==> src/rtl/color_sensor_ctrl.sv <==
// Colour-sensor sequencer: one configuration write burst, then periodic polling of channel data
// through a req/ack I2C transaction engine. Define COLOR_SENS_AVG_EN for a per-channel IIR filter.
module color_sensor_ctrl #(
   parameter int unsigned            NUM_CHANNELS = 3,
   parameter int unsigned            BYTES_PER_CH = 2,
   parameter logic [6:0]             DEV_ADDR     = 7'h44,
   parameter logic [7:0]             CFG_REG      = 8'h01,
   parameter int unsigned            CFG_BYTES    = 2,
   parameter logic [CFG_BYTES*8-1:0] CFG_DATA     = 16'h0D3F,
   parameter logic [7:0]             DATA_REG     = 8'h09,
   parameter int unsigned            POLL_PERIOD  = 100000,
   parameter int unsigned            MAX_RETRY    = 3,
   parameter int unsigned            TIMEOUT      = 65535
) (
   input  logic                                          clock,
   input  logic                                          reset_n,
   input  logic                                          start,
   output logic                                          txn_req,
   input  logic                                          txn_ack,
   output logic                                          txn_write,
   output logic [6:0]                                    txn_dev,
   output logic [7:0]                                    txn_reg,
   output logic [7:0]                                    txn_len,
   output logic [CFG_BYTES*8-1:0]                        txn_wdata,
   input  logic                                          rd_valid,
   input  logic [7:0]                                    rd_byte,
   input  logic                                          txn_done,
   input  logic                                          txn_nack,
   output logic [NUM_CHANNELS*BYTES_PER_CH*8-1:0]        ch_data,
   output logic [((NUM_CHANNELS > 1) ? $clog2(NUM_CHANNELS) : 1)-1:0] dominant,
   output logic                                          sample_valid,
   output logic                                          configured,
   output logic                                          error,
   output logic [2:0]                                    state
);

   localparam int unsigned CH_W   = BYTES_PER_CH * 8;
   localparam int unsigned NB     = NUM_CHANNELS * BYTES_PER_CH;
   localparam int unsigned DATA_W = NB * 8;
   localparam int unsigned WD_W   = CFG_BYTES * 8;
   localparam int unsigned DOM_W  = (NUM_CHANNELS > 1) ? $clog2(NUM_CHANNELS) : 1;
   localparam int unsigned IDX_W  = $clog2(NB + 1);
   localparam int unsigned TO_W   = $clog2(TIMEOUT + 1);
   localparam int unsigned PER_W  = $clog2(POLL_PERIOD + 1);
   localparam int unsigned RT_W   = (MAX_RETRY > 0) ? $clog2(MAX_RETRY + 1) : 1;

   typedef enum logic [2:0] {
      S_IDLE      = 3'd0,
      S_CFG_REQ   = 3'd1,
      S_CFG_WAIT  = 3'd2,
      S_PERIOD    = 3'd3,
      S_POLL_REQ  = 3'd4,
      S_POLL_WAIT = 3'd5,
      S_ERROR     = 3'd6
   } state_t;

   state_t              state_q, state_d;
   logic [RT_W-1:0]     retry_q;
   logic [TO_W-1:0]     to_q;
   logic [PER_W-1:0]    per_q;
   logic [IDX_W-1:0]    idx_q, rx_count;
   logic [DATA_W-1:0]   shadow_q, shadow_d, filt_c;
   logic [CH_W-1:0]     best_v;
   logic [DOM_W-1:0]    dom_c;
   logic                cfg_wait, poll_wait, byte_take, to_hit, txn_fail, txn_ok;
   logic                can_retry, start_go, poll_ack, period_end;
   logic                req_d, write_d, err_d, cfgd_d, sv_d;
   logic [6:0]          dev_d;
   logic [7:0]          reg_d, len_d;
   logic [WD_W-1:0]     wdata_d;

   assign state = state_q;

   // Transaction outcome decode; a byte arriving with txn_done is counted before the length check
   always_comb begin
      cfg_wait   = (state_q == S_CFG_WAIT);
      poll_wait  = (state_q == S_POLL_WAIT);
      byte_take  = poll_wait && rd_valid && (idx_q < IDX_W'(NB));
      shadow_d   = shadow_q;
      if (byte_take) shadow_d[int'(idx_q)*8 +: 8] = rd_byte;
      rx_count   = idx_q + IDX_W'(byte_take);
      to_hit     = (to_q == TO_W'(TIMEOUT - 1));
      txn_fail   = (cfg_wait || poll_wait) &&
                   (txn_done ? (txn_nack || (poll_wait && (rx_count != IDX_W'(NB)))) : to_hit);
      txn_ok     = (cfg_wait || poll_wait) && txn_done && !txn_fail;
      can_retry  = (retry_q < RT_W'(MAX_RETRY));
      start_go   = start && ((state_q == S_IDLE) || (state_q == S_ERROR));
      poll_ack   = (state_q == S_POLL_REQ) && txn_ack;
      period_end = (per_q >= PER_W'(POLL_PERIOD - 1));
   end

   always_comb begin
      state_d = state_q;
      case (state_q)
         S_IDLE, S_ERROR: if (start) state_d = S_CFG_REQ;
         S_CFG_REQ:       if (txn_ack) state_d = S_CFG_WAIT;
         S_CFG_WAIT: begin
            if (txn_ok)        state_d = S_POLL_REQ;
            else if (txn_fail) state_d = can_retry ? S_CFG_REQ : S_ERROR;
         end
         S_PERIOD:        if (period_end) state_d = S_POLL_REQ;
         S_POLL_REQ:      if (txn_ack) state_d = S_POLL_WAIT;
         S_POLL_WAIT: begin
            if (txn_ok)        state_d = S_PERIOD;
            else if (txn_fail) state_d = can_retry ? S_POLL_REQ : S_ERROR;
         end
         default:         state_d = S_IDLE;
      endcase
   end

   // Next values of the registered control outputs, keyed on the upcoming state
   always_comb begin
      req_d   = 1'b0;
      write_d = 1'b0;
      dev_d   = '0;
      reg_d   = '0;
      len_d   = '0;
      wdata_d = '0;
      err_d   = error;
      cfgd_d  = configured;
      sv_d    = 1'b0;
      case (state_d)
         S_CFG_REQ, S_CFG_WAIT: begin
            write_d = 1'b1;
            dev_d   = DEV_ADDR;
            reg_d   = CFG_REG;
            len_d   = 8'(CFG_BYTES);
            wdata_d = CFG_DATA;
         end
         S_POLL_REQ, S_POLL_WAIT, S_PERIOD: begin
            dev_d = DEV_ADDR;
            reg_d = DATA_REG;
            len_d = 8'(NB);
         end
         default: ;
      endcase
      req_d = (state_d == S_CFG_REQ) || (state_d == S_POLL_REQ);
      if (start_go) begin
         err_d  = 1'b0;
         cfgd_d = 1'b0;
      end
      if ((state_d == S_ERROR) && (state_q != S_ERROR)) err_d = 1'b1;
      if (cfg_wait && txn_ok) cfgd_d = 1'b1;
      sv_d = poll_wait && txn_ok;
   end

   always_ff @(posedge clock or negedge reset_n) begin
      if (!reset_n) begin
         state_q      <= S_IDLE;
         txn_req      <= 1'b0;
         txn_write    <= 1'b0;
         txn_dev      <= '0;
         txn_reg      <= '0;
         txn_len      <= '0;
         txn_wdata    <= '0;
         error        <= 1'b0;
         configured   <= 1'b0;
         sample_valid <= 1'b0;
      end else begin
         state_q      <= state_d;
         txn_req      <= req_d;
         txn_write    <= write_d;
         txn_dev      <= dev_d;
         txn_reg      <= reg_d;
         txn_len      <= len_d;
         txn_wdata    <= wdata_d;
         error        <= err_d;
         configured   <= cfgd_d;
         sample_valid <= sv_d;
      end
   end

`ifdef COLOR_SENS_AVG_EN
   logic [DATA_W-1:0]   avg_q;
   logic                avg_loaded_q;
   logic signed [CH_W:0] diff_c, sum_c;

   // avg += (new - avg) >>> 2; the first sample after start seeds the average
   always_comb begin
      filt_c = '0;
      diff_c = '0;
      sum_c  = '0;
      for (int i = 0; i < int'(NUM_CHANNELS); i++) begin
         diff_c = $signed({1'b0, shadow_d[i*CH_W +: CH_W]}) - $signed({1'b0, avg_q[i*CH_W +: CH_W]});
         sum_c  = $signed({1'b0, avg_q[i*CH_W +: CH_W]}) + (diff_c >>> 2);
         filt_c[i*CH_W +: CH_W] = avg_loaded_q ? sum_c[CH_W-1:0] : shadow_d[i*CH_W +: CH_W];
      end
   end

   always_ff @(posedge clock or negedge reset_n) begin
      if (!reset_n) begin
         avg_q        <= '0;
         avg_loaded_q <= 1'b0;
      end else if (start_go) begin
         avg_loaded_q <= 1'b0;
      end else if (poll_wait && txn_ok) begin
         avg_q        <= filt_c;
         avg_loaded_q <= 1'b1;
      end
   end
`else
   assign filt_c = shadow_d;
`endif

   // Strictly-greater scan so ties resolve to the lowest channel index
   always_comb begin
      dom_c  = '0;
      best_v = filt_c[CH_W-1:0];
      for (int i = 1; i < int'(NUM_CHANNELS); i++) begin
         if (filt_c[i*CH_W +: CH_W] > best_v) begin
            best_v = filt_c[i*CH_W +: CH_W];
            dom_c  = DOM_W'(i);
         end
      end
   end

   // Period counter counts the ack cycle itself, so requests land POLL_PERIOD cycles apart
   always_ff @(posedge clock or negedge reset_n) begin
      if (!reset_n) begin
         retry_q  <= '0;
         to_q     <= '0;
         per_q    <= '0;
         idx_q    <= '0;
         shadow_q <= '0;
         ch_data  <= '0;
         dominant <= '0;
      end else begin
         if (start_go || txn_ok)          retry_q <= '0;
         else if (txn_fail && can_retry)  retry_q <= retry_q + RT_W'(1);
         to_q     <= (cfg_wait || poll_wait) ? to_q + TO_W'(1) : '0;
         if (poll_ack)                    per_q <= PER_W'(1);
         else if (!period_end)            per_q <= per_q + PER_W'(1);
         if (poll_ack)                    idx_q <= '0;
         else if (byte_take)              idx_q <= idx_q + IDX_W'(1);
         shadow_q <= shadow_d;
         if (poll_wait && txn_ok) begin
            ch_data  <= filt_c;
            dominant <= dom_c;
         end
      end
   end

endmodule

==> config.mk <==
export PLATFORM = sky130hd
export DESIGN_NAME = color_sensor_ctrl
export DESIGN_NICKNAME = d
export VERILOG_FILES = /design/src/rtl/color_sensor_ctrl.sv
export SDC_FILE = /design/constraint.sdc
export NUM_CORES = 1
export LEC_CHECK = 0
export CORE_ASPECT_RATIO = 1.4
export CORE_MARGIN = 4
export CORE_UTILIZATION = 40
export DETAILED_ROUTE_END_ITERATION = 10
export PLACE_DENSITY = 0.61
export REMOVE_ABC_BUFFERS = 1
export SETUP_SLACK_MARGIN = 0.4
export SLEW_MARGIN = 20
export SYNTH_ARGS = -nofsm -noshare
export SYNTH_HDL_FRONTEND = slang
export SYNTH_SLANG_ARGS = --single-unit
==> constraint.sdc <==
create_clock -name clock -period 6.1 [get_ports clock]
set_clock_uncertainty 0.2 [all_clocks]
set_input_delay 1.22 -clock clock [delete_from_list [all_inputs] [get_ports clock]]
set_output_delay 1.22 -clock clock [all_outputs]
set_load 0.01 [all_outputs]
==> out/metrics.cfg, run 1 <==
[floorplanning]
ioPinCount = 112
core_area_mm2 = 0.01875
placementRows = 59
die_x_um = 125.4
die_y_um = 172.3
dieArea_mm2 = 0.02160
initial_core_util_pct = 41.15

[timing]
max-slew-margin-rel_pct = 40.36
fin_hold_ws_ns = 0.2820
fmax_ghz = 0.1806
rsz0062_at_grt = no
fin_tns_setup_ns = 0
period_minus_slack_ns = 5.538
drv_slew = 0
fin_crit_sh_pct = 90.79
fin_ws_ns = 0.5620
hold_violations = 0
final-setup-viol-count = 0
worst_slew_pin_slew_ns = 0.8946

[synth]
synth_fa_ha_area_share_pct = 6.812
synthDistinctLibCells = 59
ys_seq_elements = 147
synth_top_family_by_area = simple AND/OR/NAND/NOR gates
ys_dominant_reg_cell = dfrtp_1
netlist_area_mm2 = 0.007715
synthTopCellsByArea = dfrtp_1, ha_1, mux2_2
avgSynthCellArea_um2 = 10.93
synth_top_area_share_pct = 47.68
synthXorXnorAreaFrac_pct = 3.292
synthArstFlopShare_pct = 100.0
synth_area_leader_cell = dfrtp_1
synth_seq_area_share_pct = 47.68
ys_warn_count = 0
synth_edf_count = 0
synth_cells = 706
synth_compound_area_share_pct = 8.725
synth-simple-area-share_pct = 13.92
synthMuxAreaShare_pct = 12.86

[critical_path]
critPathArrivalTime_ns = 5.65
cp.required_ns = 6.21
r2r-start = idx_q[1]
path_max_fanout = 8
endpoint_kind = register
crit_type = input port to register
rr_endpoint = dominant[1]
startpoint_type = input port
rrSetupSlack_ns = 0.89
reg2reg_depth = 21

[finish]
mostFrequentLayoutCell = dfrtp_1
fin_cells = 1062
fin_nets = 862
drive_above_1_share_pct = 17.36
syn_to_final_growth_pct = 23.19
final_core_util_pct = 50.69
final_cell_mix = dfrtp_1, clkdlybuf4s50_1, nand2_1
diodes = 0
design_area_mm2 = 0.009504

[power_and_ir_drop]
cellLeakagePower_nw = 4.598
seq_power_share_pct = 29.4
switching_share_pct = 35.92
internal-power_mw = 2.767
p_per_area_mw_per_mm2 = 454.4
p_clk_share_pct = 26.5
p_sw_mw = 1.551
fin_total_pwr_mw = 4.319
pwr-share-comb_pct = 44.1
peakVddDrop_uv = 321.5

[clock_tree]
cts_made_buffers = 17
clockBufferDepth = 2
clock_latency_ns = 0.42
cts_sinks = 147
root_buffer = clkbuf_16
cts_hold_buf = 0
cts_tree = done
htreeDepth = 4
clk_pin_slew_worst_paths_ns = 0.06

[global_route]
grt_overflow = 0
grt_pass1_wl_um = 29000
grt_max_degree = 100
antenna_found_initial = 0
grt_util_all_layers_pct = 16.73
grt_pass1_vias = 5736

[routing]
drc_errors = 0
drt-initial-drc-count = 280
drt-wirelength-per-cell_um = 16.68
drtPass1Iterations = 4
drtAntennaViolNets = 0
totalWireLength_um = 17720
vias = 5513
viasPerCell = 5.191

[job]
cap_violations = 0

[placement]
place_hpwl_um = 13120
place_inst = 1025
place_ws_ns = 0.02004
io_buffers = 87
gp_congestion = 0.9367
placed_cell_area_mm2 = 0.008778

[min_path]
hp-start = ch_data[2]
min_delay_path_depth = 2
hold_path_end = ch_data[2]
hold_class = register to register

[status]
status = complete, no violations

[flip-flops by register name, indices dropped and copies added (netlist names)]
| register | count |
|---|---|
| ch_data | 48 |
| configured | 1 |
| dominant | 2 |
| error | 1 |
| idx_q | 3 |
| per_q | 17 |
| retry_q | 2 |
| sample_valid | 1 |
| shadow_q | 48 |
| state | 3 |
| to_q | 16 |
| txn_dev | 1 |
| txn_len | 2 |
| txn_req | 1 |
| txn_wdata | 1 |
[cell families after synthesis]
logic type	count (synthesis)
other	1
adder cells (fa/ha/maj)	42
buffers and inverters	91
AO/OA/AOI/OAI	102
AND/OR/NAND/NOR	207
flip-flops	147
XOR/XNOR	29
multiplexers	87
[cell usage after synthesis, types with 5 or more instances]
cell type  count
a21oi_1       17
mux2_2        41
xor2_1        18
inv_1         29
nand2_1       58
o21a_1        12
nand4_1       24
mux2i_1       32
nor2_1        47
dfrtp_1      147
clkbuf_1      15
nor3_1         7
xnor2_1       11
ha_1          42
buf_4         37
nor2b_1       10
a21bo_2        6
mux2_4        14
nand3_1       20
o21ai_0       40
and3_1         7
nand2b_1       5
[final cells by class]
type / count / area [um^2]
Clock buffer: 20 / 446.7
Clock inverter: 12 / 202.7
Fill cell: 1705 / 9246
Inverter: 30 / 112.6
Multi-Input combinational cell: 491 / 3654
Sequential cell: 147 / 3679
Tap cell: 244 / 305.3
Timing Repair Buffer: 118 / 1105
[worst max-delay path: stages]
cell	delay, ns
clkdlybuf4s50_1	0.49
and3_1	0.19
nor2b_4	0.28
nand4_4	0.27
mux2_4	0.39
ha_1	0.19
or4_4	0.55
o21ai_1	0.18
a211oi_2	0.06
a2bb2oi_2	0.18
buf_4	0.19
mux2i_1	0.13
ha_1	0.18
or4_1	0.52
a21oi_1	0.13
a211o_1	0.13
a31oi_1	0.08
mux2_2	0.28
[power groups by stage]
stage               sequential [mW]  combinational, mW  clock [mW]
global placement               1.27               1.81           0
global route                   1.29               2.08        1.22
floorplan                      1.30               1.22           0
finish                         1.27               1.90        1.15
CTS                            1.27               1.85        1.18
detailed placement             1.28               1.84           0
[routing by layer]
metal	part of all wire (%)	track usage, %	up-vias	routed length [um]
li1	-	-	2630	-
met1	41	18.97	2707	7196
met2	53	30.32	142	9360
met3	4.1	4.234	34	719
met4	2.5	6.557	0	439
met5	0	0	-	0
[how the worst max path moves through the flow]
| stage | startpoint | to | slack (ns) | cells past startpoint |
|---|---|---|---|---|
| floorplan | rd_valid | dominant[1] | 0.26 | 17 |
| global placement | rd_valid | dominant[1] | 0.09 | 18 |
| detailed placement | rd_valid | dominant[1] | 0.02 | 20 |
| CTS | rd_valid | dominant[1] | 0.46 | 19 |
| global route | rd_valid | dominant[1] | 0.40 | 19 |
| finish | rd_valid | dominant[1] | 0.56 | 18 |
[timing repair]
| item | in CTS | in global routing |
|---|---|---|
| gates resized for setup | 0 | 10 |
| setup buffers | 0 | 5 |
| endpoints found under the setup margin | 0 | 2 |
(Power assumes the default switching activity.)
==> run 2, diff against run 1 <==
--- a/config.mk
+++ b/config.mk
@@ -9,7 +9,6 @@
 export CORE_MARGIN = 4
 export CORE_UTILIZATION = 40
 export DETAILED_ROUTE_END_ITERATION = 10
-export PLACE_DENSITY = 0.61
 export REMOVE_ABC_BUFFERS = 1
 export SETUP_SLACK_MARGIN = 0.4
 export SLEW_MARGIN = 20
==> run 2 against run 1 <==
Global-route usage increased by 0.92 points. Flip-flop and latch count unchanged. Combinational power increased by 9%. Critical path depth increased by 1. Critical path type is now register to register. Largest power group unchanged.
==> out/metrics.cfg, run 2 (synthesis results as in run 1) <==
[status]
status = complete, no violations  ; unchanged

[critical_path]
startpoint_type = register  ; was input port
crit_type = register to register  ; was input port to register
critPathArrivalTime_ns = 5.40  ; was 5.65 ns
endpoint_kind = register  ; unchanged
crit_path_start = state[0]  ; was rd_valid
max_stage_delay_ns = 0.66  ; was 0.55 ns
path_max_fanout = 14  ; was 8
rrSetupSlack_ns = 0.82  ; was 0.89 ns
r2r-start = state[0]  ; was idx_q[1]
cp.required_ns = 6.21  ; about the same
slowest_stage = dfrtp_1  ; was or4_4
crit_chain = and3b_4 -> and3_4 -> nor2b_4 -> buf_12 -> nand4_4 -> mux2_4 -> ha_1 -> or4_1 -> o21ai_0 -> a211oi_2 -> a2bb2oi_2 -> buf_6 -> mux2i_1 -> ha_1 -> or4_1 -> a21oi_1 -> a211o_1 -> a31oi_1 -> mux2_2  ; was clkdlybuf4s50_1 -> and3_1 -> nor2b_4 -> nand4_4 -> mux2_4 -> ha_1 -> or4_4 -> o21ai_1 -> a211oi_2 -> a2bb2oi_2 -> buf_4 -> mux2i_1 -> ha_1 -> or4_1 -> a21oi_1 -> a211o_1 -> a31oi_1 -> mux2_2

[floorplanning]
dieArea_mm2 = 0.02160  ; unchanged
die_x_um = 125.4  ; unchanged
core_area_mm2 = 0.01875  ; unchanged
initial_core_util_pct = 41.15  ; unchanged
ioPinCount = 112  ; unchanged
placementRows = 59  ; unchanged
die_y_um = 172.3  ; unchanged

[timing]
fin_hold_ws_ns = 0.2819  ; was 0.2820 ns
hold_violations = 0  ; unchanged
final-setup-viol-count = 0  ; unchanged
worst_slew_pin_slew_ns = 0.9465  ; was 0.8946 ns
fmax_ghz = 0.1892  ; was 0.1806 GHz
fin_ws_ns = 0.8154  ; was 0.5620 ns
rsz0062_at_grt = no  ; unchanged
drv_slew = 0  ; unchanged
period_minus_slack_ns = 5.285  ; was 5.538 ns
max-slew-margin-rel_pct = 36.90  ; was 40.36%
fin_crit_sh_pct = 86.63  ; was 90.79%

[routing]
drc_errors = 0  ; unchanged
totalWireLength_um = 18310  ; was 17,720 um
drt-initial-drc-count = 302  ; was 280
viasPerCell = 5.175  ; was 5.191
drtAntennaViolNets = 0  ; unchanged
drt-wirelength-per-cell_um = 17.16  ; was 16.68 um
drtPass1Iterations = 4  ; unchanged
vias = 5522  ; was 5,513

[power_and_ir_drop]
fin_total_pwr_mw = 4.376  ; was 4.319 mW
p_clk_share_pct = 24.1  ; was 26.5%
peakVddDrop_uv = 424.0  ; was 321.5 uV
pwr-share-comb_pct = 47.2  ; was 44.1%
cellLeakagePower_nw = 4.598  ; about the same
switching_share_pct = 36.44  ; was 35.92%
p_sw_mw = 1.594  ; was 1.551 mW
seq_power_share_pct = 28.7  ; was 29.4%
p_per_area_mw_per_mm2 = 456.4  ; was 454.4 mW/mm^2
internal-power_mw = 2.781  ; was 2.767 mW

[min_path]
hold_class = register to register  ; unchanged
hp-start = ch_data[6]  ; was ch_data[2]

[placement]
place_inst = 1026  ; was 1,025
gp_congestion = 0.9085  ; was 0.9367
io_buffers = 87  ; unchanged
place_hpwl_um = 13380  ; was 13,120 um
place_ws_ns = -0.03317  ; was 0.02004 ns

[clock_tree]
clock_latency_ns = 0.43  ; was 0.42 ns
clockBufferDepth = 2  ; unchanged
cts_hold_buf = 0  ; unchanged
htreeDepth = 4  ; unchanged
cts_made_buffers = 17  ; unchanged
cts_sinks = 147  ; unchanged
clk_pin_slew_worst_paths_ns = 0.06  ; about the same
root_buffer = clkbuf_16  ; unchanged
cts_tree = done  ; unchanged

[finish]
fillers = 1714  ; was 1,705
drive_above_1_share_pct = 18.71  ; was 17.36%
top_regs = ch_data: 48 flops, shadow_q: 48 flops, per_q: 17 flops  ; unchanged
fin_nets = 867  ; was 862
final_core_util_pct = 51.13  ; was 50.69%
final_cell_mix = dfrtp_1, clkdlybuf4s50_1, nand2_1  ; unchanged
fin_cells = 1067  ; was 1,062
diodes = 0  ; unchanged
mostFrequentLayoutCell = dfrtp_1  ; unchanged
syn_to_final_growth_pct = 24.26  ; was 23.19%

[global_route]
grt_pass1_vias = 5894  ; was 5,736
grt_util_all_layers_pct = 17.64  ; was 16.73%
grt_pass1_wl_um = 30460  ; was 29,000 um
antenna_found_initial = 0  ; unchanged
grt_max_degree = 103  ; was 100
grt_overflow = 0  ; unchanged

[job]
cap_violations = 0  ; unchanged

run 2: cell count changes in the layout (fill, tap and decap cells not counted), sizes merged:
cell | previous run | this run
clkinv | 4 | 5
clkinvlp | 1 | 3
clkdlybuf4s50 | 86 | 85
buf | 32 | 37
bufinv | 5 | 2
dlymetal6s2s | 0 | 1
run 2: final cells by class:
class / instances / area, um^2 / area share [%]
multi-input combinational: 491 / 3730 / 38.91
tap: 244 / 305.3 / 3.185
sequential: 147 / 3679 / 38.37
timing repair buffer: 123 / 1165 / 12.15
inverter: 30 / 112.6 / 1.175
clock buffer: 20 / 466.7 / 4.868
clock inverter: 12 / 128.9 / 1.344
run 2: power groups by stage:
stage | logic, mW | clock network, mW | registers [mW]
finish | 2.07 | 1.05 | 1.26
floorplan | 1.22 | 0 | 1.30
global route | 2.25 | 1.12 | 1.28
global placement | 1.84 | 0 | 1.27
detailed placement | 1.88 | 0 | 1.27
CTS | 1.91 | 1.08 | 1.26
run 2: metrics by stage:
| stage | setup TNS (ns) | area, um^2 |
|---|---|---|
| 3_5_place_dp | -0.03317 | 8786 |
| 3_3_place_gp | 0 | 8786 |
| 2_1_floorplan | 0 | 7400 |
| 5_1_grt | 0 | 9587 |
| 4_1_cts | 0 | 9387 |
| 6_report | 0 | 9587 |
run 2: path summary, 6_finish.rpt:
path                            cells after the start     endpoint
worst min register to register                      2   ch_data[6]
max in group asynchronous                           2  ch_data[46]
worst max register to register                     19  dominant[1]
worst min-delay path                                2   ch_data[6]
worst max-delay path                               19  dominant[1]
min in group asynchronous                           1      to_q[9]
run 2: critical path: cells and delay by family (launching register included):
| family | cells | cell delay [ns] |
|---|---|---|
| flops | 1 | 0.66 |
| simple gates | 6 | 2.03 |
| fa+ha+maj | 2 | 0.38 |
| compound gates | 6 | 0.82 |
| mux | 3 | 0.78 |
| buf+inv | 2 | 0.29 |
run 2: what timing repair did:
action | in CTS | in global routing
pin swaps | 0 | 7
resized for setup | 1 | 16
endpoints found under the setup margin | 1 | 2
endpoints found under the hold margin | 0 | 0
setup buffers | 0 | 9
gates cloned | 0 | 0
run 2: metal layers:
metal,vias to the layer above,global-route usage (%),routed length (um)
met5,-,0,0
li1,2641,-,-
met2,115,32.29,9800
met1,2744,20.47,7515
met3,22,3.646,664
met4,0,6.415,332
==> run 3, diff against run 2 <==
--- a/config.mk
+++ b/config.mk
@@ -9,6 +9,7 @@
 export CORE_MARGIN = 4
 export CORE_UTILIZATION = 40
 export DETAILED_ROUTE_END_ITERATION = 10
+export MAX_ROUTING_LAYER = met4
 export REMOVE_ABC_BUFFERS = 1
 export SETUP_SLACK_MARGIN = 0.4
 export SLEW_MARGIN = 20
==> run 3 against run 2 <==
Core utilization is essentially flat. First-iteration DRC count increased by 22%. Wire length rose by 2.1%. Design area hardly changed. Largest power group unchanged. Clock-buffer cell count is 2 lower. Critical path type is now input port to register. Maximum frequency fell by 5.4%. Die area did not move. Combinational power hardly changed. Flip-flop and latch count is the same. Critical endpoint unchanged. Clock power about the same. Highest routed layer unchanged. Via count up 0.13%.
==> out/metrics.cfg, run 3 (synthesis results as in run 1) <==
[power_and_ir_drop]
p_per_area_mw_per_mm2 = 451.8  ; was 456.4 mW/mm^2
cellLeakagePower_nw = 4.600  ; was 4.598 nW
peakVddDrop_uv = 366.1  ; was 424.0 uV

[clock_tree]
clock_latency_ns = 0.42  ; was 0.43 ns
cts_sinks = 147  ; unchanged
root_buffer = clkbuf_16  ; unchanged
htreeDepth = 4  ; unchanged
clockBufferDepth = 2  ; unchanged
cts_hold_buf = 0  ; unchanged
clk_pin_slew_worst_paths_ns = 0.06  ; about the same
cts_made_buffers = 17  ; unchanged
cts_tree = done  ; unchanged

[placement]
io_buffers = 87  ; unchanged
place_ws_ns = -0.1046  ; was -0.03317 ns
place_hpwl_um = 13460  ; was 13,380 um
gp_congestion = 0.8728  ; was 0.9085

[timing]
drv_slew = 0  ; unchanged
rsz0062_at_grt = no  ; unchanged
max-slew-margin-rel_pct = 38.78  ; was 36.90%
period_minus_slack_ns = 5.584  ; was 5.285 ns
final-setup-viol-count = 0  ; unchanged
hold_violations = 0  ; unchanged
fin_ws_ns = 0.5164  ; was 0.8154 ns
fmax_ghz = 0.1791  ; was 0.1892 GHz
fin_tns_setup_ns = 0  ; unchanged
fin_crit_sh_pct = 91.53  ; was 86.63%
worst_slew_pin_slew_ns = 0.9184  ; was 0.9465 ns

[routing]
vias = 5529  ; was 5,522
drt-initial-drc-count = 367  ; was 302
drc_errors = 0  ; unchanged
drtPass1Iterations = 6  ; was 4
drt-wirelength-per-cell_um = 17.44  ; was 17.16 um
drtAntennaViolNets = 0  ; unchanged
totalWireLength_um = 18690  ; was 18,310 um
viasPerCell = 5.158  ; was 5.175

[min_path]
hold_class = register to register  ; unchanged
min_delay_path_depth = 2  ; unchanged

[finish]
multiInputGateArea_mm2 = 0.003702  ; was 0.003730 mm^2
regArea_mm2 = 0.003679  ; unchanged
syn_to_final_growth_pct = 24.34  ; was 24.26%
top_regs = ch_data: 48 flops, shadow_q: 48 flops, per_q: 17 flops  ; unchanged
drive_above_1_share_pct = 19.20  ; was 18.71%
fin_nets = 872  ; was 867
mostFrequentLayoutCell = dfrtp_1  ; unchanged
fillers = 1688  ; was 1,714
final_core_util_pct = 51.16  ; was 51.13%
diodes = 0  ; unchanged
final_cell_mix = dfrtp_1, clkdlybuf4s50_1, nand2_1  ; unchanged

[floorplanning]
placementRows = 59  ; unchanged
die_x_um = 125.4  ; unchanged
ioPinCount = 112  ; unchanged
dieArea_mm2 = 0.02160  ; unchanged
core_area_mm2 = 0.01875  ; unchanged
die_y_um = 172.3  ; unchanged
initial_core_util_pct = 41.15  ; unchanged

[global_route]
grt_pass1_vias = 5824  ; was 5,894
grt_util_all_layers_pct = 18.48  ; was 17.64%
antenna_found_initial = 0  ; unchanged
grt_max_degree = 101  ; was 103
grt_pass1_wl_um = 30930  ; was 30,460 um
grt_overflow = 0  ; unchanged

[critical_path]
worst_path_most_repeated_cell = buf_6
slowest_stage = or4_1  ; was dfrtp_1
reg2reg_depth = 23  ; was 19
max_stage_delay_ns = 0.55  ; was 0.66 ns
path_max_fanout = 8  ; was 14
cp.required_ns = 6.21  ; about the same
crit_cells = 20  ; was 19
crit_chain = clkdlybuf4s50_1 -> and3_4 -> nor2b_4 -> buf_6 -> nand4_4 -> buf_6 -> mux2_4 -> ha_1 -> or4_4 -> nor2_2 -> a211oi_2 -> a2bb2oi_2 -> buf_6 -> mux2i_1 -> ha_1 -> or4_1 -> a21oi_2 -> a211o_1 -> a31oi_1 -> mux2_2  ; was and3b_4 -> and3_4 -> nor2b_4 -> buf_12 -> nand4_4 -> mux2_4 -> ha_1 -> or4_1 -> o21ai_0 -> a211oi_2 -> a2bb2oi_2 -> buf_6 -> mux2i_1 -> ha_1 -> or4_1 -> a21oi_1 -> a211o_1 -> a31oi_1 -> mux2_2
crit_type = input port to register  ; was register to register
endpoint_kind = register  ; unchanged
startpoint_type = input port  ; was register
critPathArrivalTime_ns = 5.70  ; was 5.40 ns
crit_buf_inv = 4  ; was 2
crit_family = simple AND/OR/NAND/NOR gates  ; unchanged

[job]
cap_violations = 0  ; unchanged

[status]
status = complete, no violations  ; unchanged

-- run 3: layout make-up --
class / instances / area share, %
Sequential cell: 147 / 38.35
Clock buffer: 18 / 4.474
Timing Repair Buffer: 128 / 12.63
Clock inverter: 14 / 1.604
Inverter: 30 / 1.174
Multi-Input combinational cell: 491 / 38.59
Tap cell: 244 / 3.182
-- run 3: final timing paths --
kind	startpoint	to	slack, ns
min in group asynchronous	reset_n	to_q[9]	0.71
max	rd_valid	dominant[1]	0.52
min	ch_data[11]	ch_data[11]	0.28
min reg2reg	ch_data[11]	ch_data[11]	0.28
max in group asynchronous	reset_n	shadow_q[43]	3.81
max reg2reg	idx_q[1]	dominant[1]	0.88
-- run 3: worst register-to-register path: stages (launching register included) --
cell	delay, ns
dfrtp_1	0.45
inv_1	0.07
ha_1	0.20
ha_1	0.39
nor2b_1	0.18
buf_4	0.18
nand3_4	0.14
mux2_2	0.39
ha_1	0.33
nand2_1	0.07
nor3_2	0.19
buf_4	0.16
o21ai_2	0.05
a211oi_2	0.27
a2bb2oi_2	0.22
buf_6	0.16
buf_4	0.14
mux2i_1	0.25
ha_1	0.29
o21a_1	0.11
o211ai_1	0.18
a211o_1	0.15
a31oi_1	0.08
mux2_2	0.27
-- run 3: layer usage --
layer / global-route usage, % / wire [um] / vias to the layer above
met5: - / 0 / -
met4: 5.896 / 327 / 0
met3: 3.770 / 545 / 23
met2: 31.89 / 9836 / 111
met1: 21.85 / 7981 / 2754
li1: - / - / 2641
-- run 3: where the power goes --
group | switching [mW] | leakage [nW] | internal (mW)
registers | 0.115 | 2.01 | 1.13
clock network | 0.430 | 0.278 | 0.607
logic | 1.07 | 2.31 | 0.983
-- run 3: per-stage QoR --
step / instance area (um^2) / hold WS (ns) / power, mW / instances
final: 9593 / 0.2815 / 4.334 / 1072
after CTS: 9382 / 0.2852 / 4.236 / 1059
after global placement: 8793 / 0.2660 / 3.139 / 1027
after floorplan: 7400 / 0.2675 / 2.521 / 668
after detailed placement: 8793 / 0.2707 / 3.163 / 1027
after global routing: 9593 / 0.3053 / 4.597 / 1072
-- run 3: timing repair --
action	in CTS	in global routing
gates resized for setup	1	20
buffers inserted	0	13
setup endpoints to repair	1	2
pin swaps	0	8
